<file path="src/rtl/mux_sync_pkg.sv">
// ---------------------------------------------------------------------------
// mux_sync_pkg
// Shared definitions for the mux-recirculation synchronizer family: the
// launcher FSM state encoding and the default data width / timing constants,
// so the launcher, the synchronizer and their benches all agree.
// ---------------------------------------------------------------------------
package mux_sync_pkg;

    typedef enum logic [1:0] {
        IDLE  = 2'd0,
        HOLD  = 2'd1,
        GUARD = 2'd2
    } state_t;

    localparam int DEF_DW           = 8;
    localparam int DEF_HOLD_CYCLES  = 9;   // 3 clkb periods at 1:3 clka:clkb
    localparam int DEF_GUARD_CYCLES = 6;

    function automatic int max_int(input int a, input int b);
        return (a > b) ? a : b;
    endfunction

endpackage

</file>
<file path="src/rtl/mux_sync_launcher_sync_2ff.sv">
// ---------------------------------------------------------------------------
// sync_2ff
// Plain 1-bit two-flop level synchronizer. Used by the launcher to bring the
// destination acknowledge into clka; equally usable on the destination side.
// Ports:
//   clk  in  destination clock
//   rst  in  asynchronous active-high reset (output resets to 0)
//   d    in  asynchronous level
//   q    out synchronized level, two clk edges of latency
// ---------------------------------------------------------------------------
module sync_2ff (
    input  logic clk,
    input  logic rst,
    input  logic d,
    output logic q
);

    logic meta_r;

    // Two-stage capture; the first stage may go metastable, the second filters it.
    always_ff @(posedge clk or posedge rst) begin
        if (rst) begin
            meta_r <= 1'b0;
            q      <= 1'b0;
        end else begin
            meta_r <= d;
            q      <= meta_r;
        end
    end

endmodule

</file>
<file path="src/rtl/mux_sync_launcher.sv">
// ---------------------------------------------------------------------------
// mux_sync_launcher
// clka-side launcher feeding a mux-recirculation N-flop synchronizer. Accepts
// a word over valid/ready, then raises en for HOLD_CYCLES clka cycles and
// keeps data frozen for GUARD_CYCLES more so the slower clkb side never sees
// data move while en (or its synchronized copy) may still be in flight.
//
// Optional feature macro: MUX_LAUNCH_ACK_EN
//   When defined, ack_b (clkb level) is synchronized into clka and the
//   count-based exits additionally wait for ack high (HOLD) and ack low
//   (GUARD), forming a 4-phase handshake.
//
// Ports:
//   clka      in   source clock
//   rsta      in   asynchronous active-high reset
//   in_valid  in   upstream word valid
//   in_ready  out  launcher can accept (IDLE and not in reset)
//   in_data   in   upstream word [DW-1:0]
//   en        out  registered enable to the synchronizer
//   data      out  registered data to the synchronizer [DW-1:0]
//   busy      out  registered, high whenever state != IDLE
//   ack_b     in   destination acknowledge level (only with MUX_LAUNCH_ACK_EN)
// ---------------------------------------------------------------------------
module mux_sync_launcher
    import mux_sync_pkg::*;
#(
    parameter int DW           = DEF_DW,
    parameter int HOLD_CYCLES  = DEF_HOLD_CYCLES,
    parameter int GUARD_CYCLES = DEF_GUARD_CYCLES,
    localparam int CNT_W       = $clog2(max_int(HOLD_CYCLES, GUARD_CYCLES) + 1)
) (
    input  logic          clka,
    input  logic          rsta,
    input  logic          in_valid,
    output logic          in_ready,
    input  logic [DW-1:0] in_data,
    output logic          en,
    output logic [DW-1:0] data,
`ifdef MUX_LAUNCH_ACK_EN
    input  logic          ack_b,
`endif
    output logic          busy
);

    // Reload values; GUARD reload is clamped so a zero guard never underflows.
    localparam logic [CNT_W-1:0] HOLD_LD  = CNT_W'(HOLD_CYCLES - 1);
    localparam logic [CNT_W-1:0] GUARD_LD = CNT_W'((GUARD_CYCLES > 0) ? (GUARD_CYCLES - 1) : 0);

    state_t           state_r;
    state_t           state_nx_s;
    logic [CNT_W-1:0] cnt_r;
    logic [CNT_W-1:0] cnt_nx_s;
    logic             en_nx_s;
    logic [DW-1:0]    data_nx_s;
    logic             hold_release_s;
    logic             guard_release_s;

`ifdef MUX_LAUNCH_ACK_EN
    logic ack_s;

    sync_2ff u_ack_sync (
        .clk (clka),
        .rst (rsta),
        .d   (ack_b),
        .q   (ack_s)
    );

    assign hold_release_s  = ack_s;
    assign guard_release_s = ~ack_s;
`else
    assign hold_release_s  = 1'b1;
    assign guard_release_s = 1'b1;
`endif

    // Ready is a pure function of state, masked while reset is asserted.
    assign in_ready = (state_r == IDLE) & ~rsta;

    // Next-state, counter, en and data decode.
    always_comb begin
        state_nx_s = state_r;
        cnt_nx_s   = cnt_r;
        en_nx_s    = en;
        data_nx_s  = data;
        case (state_r)
            IDLE: begin
                if (in_valid && in_ready) begin
                    data_nx_s  = in_data;
                    en_nx_s    = 1'b1;
                    cnt_nx_s   = HOLD_LD;
                    state_nx_s = HOLD;
                end else begin
                    en_nx_s    = 1'b0;
                end
            end
            HOLD: begin
                if (cnt_r != '0) begin
                    cnt_nx_s = cnt_r - CNT_W'(1);
                end else if (hold_release_s) begin
                    en_nx_s = 1'b0;
                    if (GUARD_CYCLES == 0) begin
                        cnt_nx_s   = '0;
                        state_nx_s = IDLE;
                    end else begin
                        cnt_nx_s   = GUARD_LD;
                        state_nx_s = GUARD;
                    end
                end else begin
                    // waiting for the destination acknowledge
                    en_nx_s = 1'b1;
                end
            end
            GUARD: begin
                if (cnt_r != '0) begin
                    cnt_nx_s = cnt_r - CNT_W'(1);
                end else if (guard_release_s) begin
                    state_nx_s = IDLE;
                end else begin
                    state_nx_s = GUARD;
                end
            end
            default: begin
                state_nx_s = IDLE;
                cnt_nx_s   = '0;
                en_nx_s    = 1'b0;
            end
        endcase
    end

    // State, counter and all synchronizer-facing outputs are flops.
    always_ff @(posedge clka or posedge rsta) begin
        if (rsta) begin
            state_r <= IDLE;
            cnt_r   <= '0;
            en      <= 1'b0;
            data    <= '0;
            busy    <= 1'b0;
        end else begin
            state_r <= state_nx_s;
            cnt_r   <= cnt_nx_s;
            en      <= en_nx_s;
            data    <= data_nx_s;
            busy    <= (state_nx_s != IDLE);
        end
    end

endmodule

</file>
<file path="config.mk">
export PLATFORM = sky130hd
export DESIGN_NAME = mux_sync_launcher
export DESIGN_NICKNAME = d
export VERILOG_FILES = /design/src/rtl/mux_sync_pkg.sv /design/src/rtl/mux_sync_launcher_sync_2ff.sv /design/src/rtl/mux_sync_launcher.sv
export SDC_FILE = /design/constraint.sdc
export NUM_CORES = 1
export LEC_CHECK = 0
export CAP_MARGIN = 20
export CORE_ASPECT_RATIO = 0.75
export CORE_UTILIZATION = 41
export DETAILED_ROUTE_END_ITERATION = 10
export HOLD_SLACK_MARGIN = 0.1
export PLACE_DENSITY_LB_ADDON = 0.2
export SLEW_MARGIN = 20
export SYNTH_ARGS = -nofsm -noshare
export SYNTH_HDL_FRONTEND = slang
export SYNTH_SLANG_ARGS = --single-unit
export TNS_END_PERCENT = 100
</file>
<file path="constraint.sdc">
create_clock -name clka -period 1.4 [get_ports clka]
set_input_delay 0.21 -clock clka [delete_from_list [all_inputs] [get_ports clka]]
set_output_delay 0.21 -clock clka [all_outputs]
set_load 0.005 [all_outputs]
</file>
==> flow_summary_export.csv <==
group,metric,value,unit
global_routing,grt-ovfl-total,0,
clocking,clockBufferDepth,2,
global_routing,antenna_found_initial,0,
timing,fin_setup_tns,-0.8860,ns
route,routedWlPerCell,15.39,um
timing,fin_crit_sh,112.0,%
critical_path,start_kind,"flop",
timing,setup_viol,12,
critical_path,r2r_cells,3,
floorplanning,io_pins,22,
critical_path,path_cells,"or3_4, maj3_2, a221o_1",
cells_and_area,post-route-util,72.69,%
synthesis,syn-mean-instance-area,9.399,um^2
placed_design,dp_hpwl,1458,um
power,p_per_area,2207,nW/um^2
critical_path,criticalPathCategory,"flop to flop",
synthesis,ys_warn_count,0,
floorplanning,initial_core_util,44.53,%
synthesis,synth_edf_count,0,
route,drt-initial-drc-count,26,
status,violations,"negative setup slack",
cells_and_area,num-nets-final,140,
cells_and_area,design_area,1289,um^2
timing,rsz0062_at_grt,"true",
route,drc,0,
critical_path,cp.required,1.57,ns
power,p_leak,0.6744,nW
clocking,cts_tree,"done",
synthesis,yosys_most_used_dff,"dfrtp_1",
timing,hold_ws,0.4296,ns
timing,finalHoldViolations,0,
clocking,cts.clk_slew.worst_paths,0.09,ns
power,p_clk_share,10.6,%
cells_and_area,layout-drive-gt1-share,38.10,%
clocking,clock_tree.root_cell,"clkbuf_4",
floorplanning,dieArea,2107,um^2
critical_path,path_max_fanout,3,
clocking,clock_sinks,16,
global_routing,grt_pass1_wl,3505,um
critical_path,cpPeakStageDelay,0.41,ns
placed_design,placed_area,1112,um^2
power,peakVddDrop,1638,uV
cells_and_area,final_cell_mix,"19 x buf_4, 17 x nand2_1, 16 x dfrtp_1, 13 x clkdlybuf4s50_1, 7 x nand2_2",
critical_path,end_kind,"flop",
route,vias,814,
synthesis,synthCells,84,
global_routing,grtUsageMet1,28.34,%
floorplanning,die_x,52.67,um
synthesis,yosys-top-cells-area,"dfrtp_1 51%, nand2_1 12%, ha_1 3.2%",
placed_design,port_buffers,21,
timing,fin_worst_skew,0.001126,ns
route,avgViaCountPerCell,5.500,
timing,fmax,638.0,MHz
synthesis,syn_nets,97,
synthesis,synth.distinct_cells,31,
timing,maxSlewHeadroom,81.56,%
power,seqPwrFrac,29.6,%
power,switching_share,37.85,%
global_routing,use_met3,9.091,%
global_routing,busiest_layer,"met2",
timing,report.final.slew_viol_count,0,
global_routing,grt_pass1_vias,749,
floorplanning,rows,13,
route,drt-total-wl,2278,um
placed_design,dp_cells,136,
cells_and_area,final_cells,148,
synthesis,yosysTopAreaCell,"dfrtp_1",
timing,worst_pin_slew,0.2758,ns
clocking,ctsHoldBuffers,0,
critical_path,crit_family,"flip-flops",
critical_path,path_depth,3,
power,p_int,1.767,mW
synthesis,synth-seq-cells,16,
status,status,"finished, violations left",
clocking,cts_made_buffers,3,
global_routing,grt_use_total,24.52,%
cells_and_area,final_common_cell,"buf_4",
route,dr.pass1.iters,4,
floorplanning,die_h,40.01,um
power,p_sw,1.076,mW
placed_design,place_congestion,0.8932,
route,ant_nets,0,
clocking,cts_max_level,1,
min_path,worstHoldPathType,"input port to async pin",
cells_and_area,syn_to_final_growth,63.23,%
synthesis,seq_area_frac_synth,50.71,%
floorplanning,coreArea,1773,um^2
critical_path,cp.arrival,1.73,ns
power,comb_power_share,59.8,%
synthesis,async_flop_share,100.0,%
clocking,clk_latency,0.28,ns
synthesis,yosys.area.top_type_share,50.71,%
cells_and_area,num_antenna_cells,0,
timing,fin_crit,1.567,ns
job,max_cap_viol_count,0,
synthesis,syn-cell-area,789.5,um^2
critical_path,worst_path_max_delay_cell,"dfrtp_1",
global_routing,met2_usage,41.14,%
global_routing,grt_max_degree,12,
critical_path,path_buf_inv,0,
timing,fin_ws,-0.1674,ns
## power groups by stage
| stage | sequential (mW) | combinational (mW) | clock, mW |
|---|---|---|---|
| after floorplan | 0.844 | 0.692 | 0 |
| after global placement | 0.843 | 1.29 | 0 |
| after detailed placement | 0.855 | 1.34 | 0 |
| after CTS | 0.833 | 1.53 | 0.308 |
| after global routing | 0.865 | 1.84 | 0.328 |
| final | 0.842 | 1.70 | 0.300 |
## stage by stage
step	power [mW]	setup slack, ns
6_report	2.844	-0.1674
5_1_grt	3.038	-0.1992
4_1_cts	2.676	-0.1667
3_5_place_dp	2.191	-0.3209
3_3_place_gp	2.129	-0.2622
2_1_floorplan	1.536	-0.07263
## area by class of cell
class	instances	area, um^2
fill	119	484.2
multi-input combinational	59	421.7
sequential	16	400.4
timing repair buffer	42	384.1
clock buffer	4	36.28
tap	22	27.53
inverter	5	18.77
## timing repair
| action | 4_1_cts | 5_1_grt |
|---|---|---|
| resized for setup | 17 | 15 |
| hold endpoints to repair | 0 | 0 |
| pin swaps | 10 | 9 |
| setup buffers | 3 | 5 |
| endpoints found under the setup margin | 10 | 23 |
## worst paths after layout
check | start | to | slack [ns]
max | cnt_r[0] | cnt_r[3] | -0.17
min | rsta | busy | 0.43
max reg2reg | cnt_r[0] | cnt_r[3] | -0.17
min reg2reg | data[0] | data[0] | 0.48
max in group asynchronous | rsta | state_r[0] | 0.81
min in group clka | in_data[4] | data[4] | 0.45
## registers in the layout (all words and copies together), names as in the netlist
name / cells
busy: 1
en: 1
state_r: 2
cnt_r: 4
data: 8
## worst reg2reg max path, stage by stage (launching register included)
cell,delay [ns]
dfrtp_1,0.41
or3_4,0.39
maj3_2,0.32
a221o_1,0.33
## synthesized netlist by cell type, types with 2 or more instances
master / count
nand2_1: 25
nand2b_1: 2
dfrtp_1: 16
inv_1: 5
o21ai_0: 4
ha_1: 2
a21oi_1: 4
buf_2: 3
## cells by family (layout without fill, tap and decap cells)
| family | after synthesis | count (layout) | synth area share, % |
|---|---|---|---|
| xor gates and xnor gates | 1 | 1 | 1.110 |
| AOI/OAI and AO/OA | 17 | 17 | 14.42 |
| and+or+nand+nor | 38 | 38 | 24.41 |
| DFF | 16 | 16 | 50.71 |
| buffers and inverters | 9 | 51 | 4.754 |
| adders and majority gates | 3 | 3 | 4.595 |
## per-layer routing
| metal | share of wire [%] | routed length (um) | vias up |
|---|---|---|---|
| met5 | 0 | 0 | - |
| met4 | 2.9 | 65 | 0 |
| met3 | 7.6 | 174 | 10 |
| met2 | 49 | 1118 | 46 |
| met1 | 40 | 920 | 385 |
| li1 | - | - | 373 |
(Power assumes the default switching activity.)
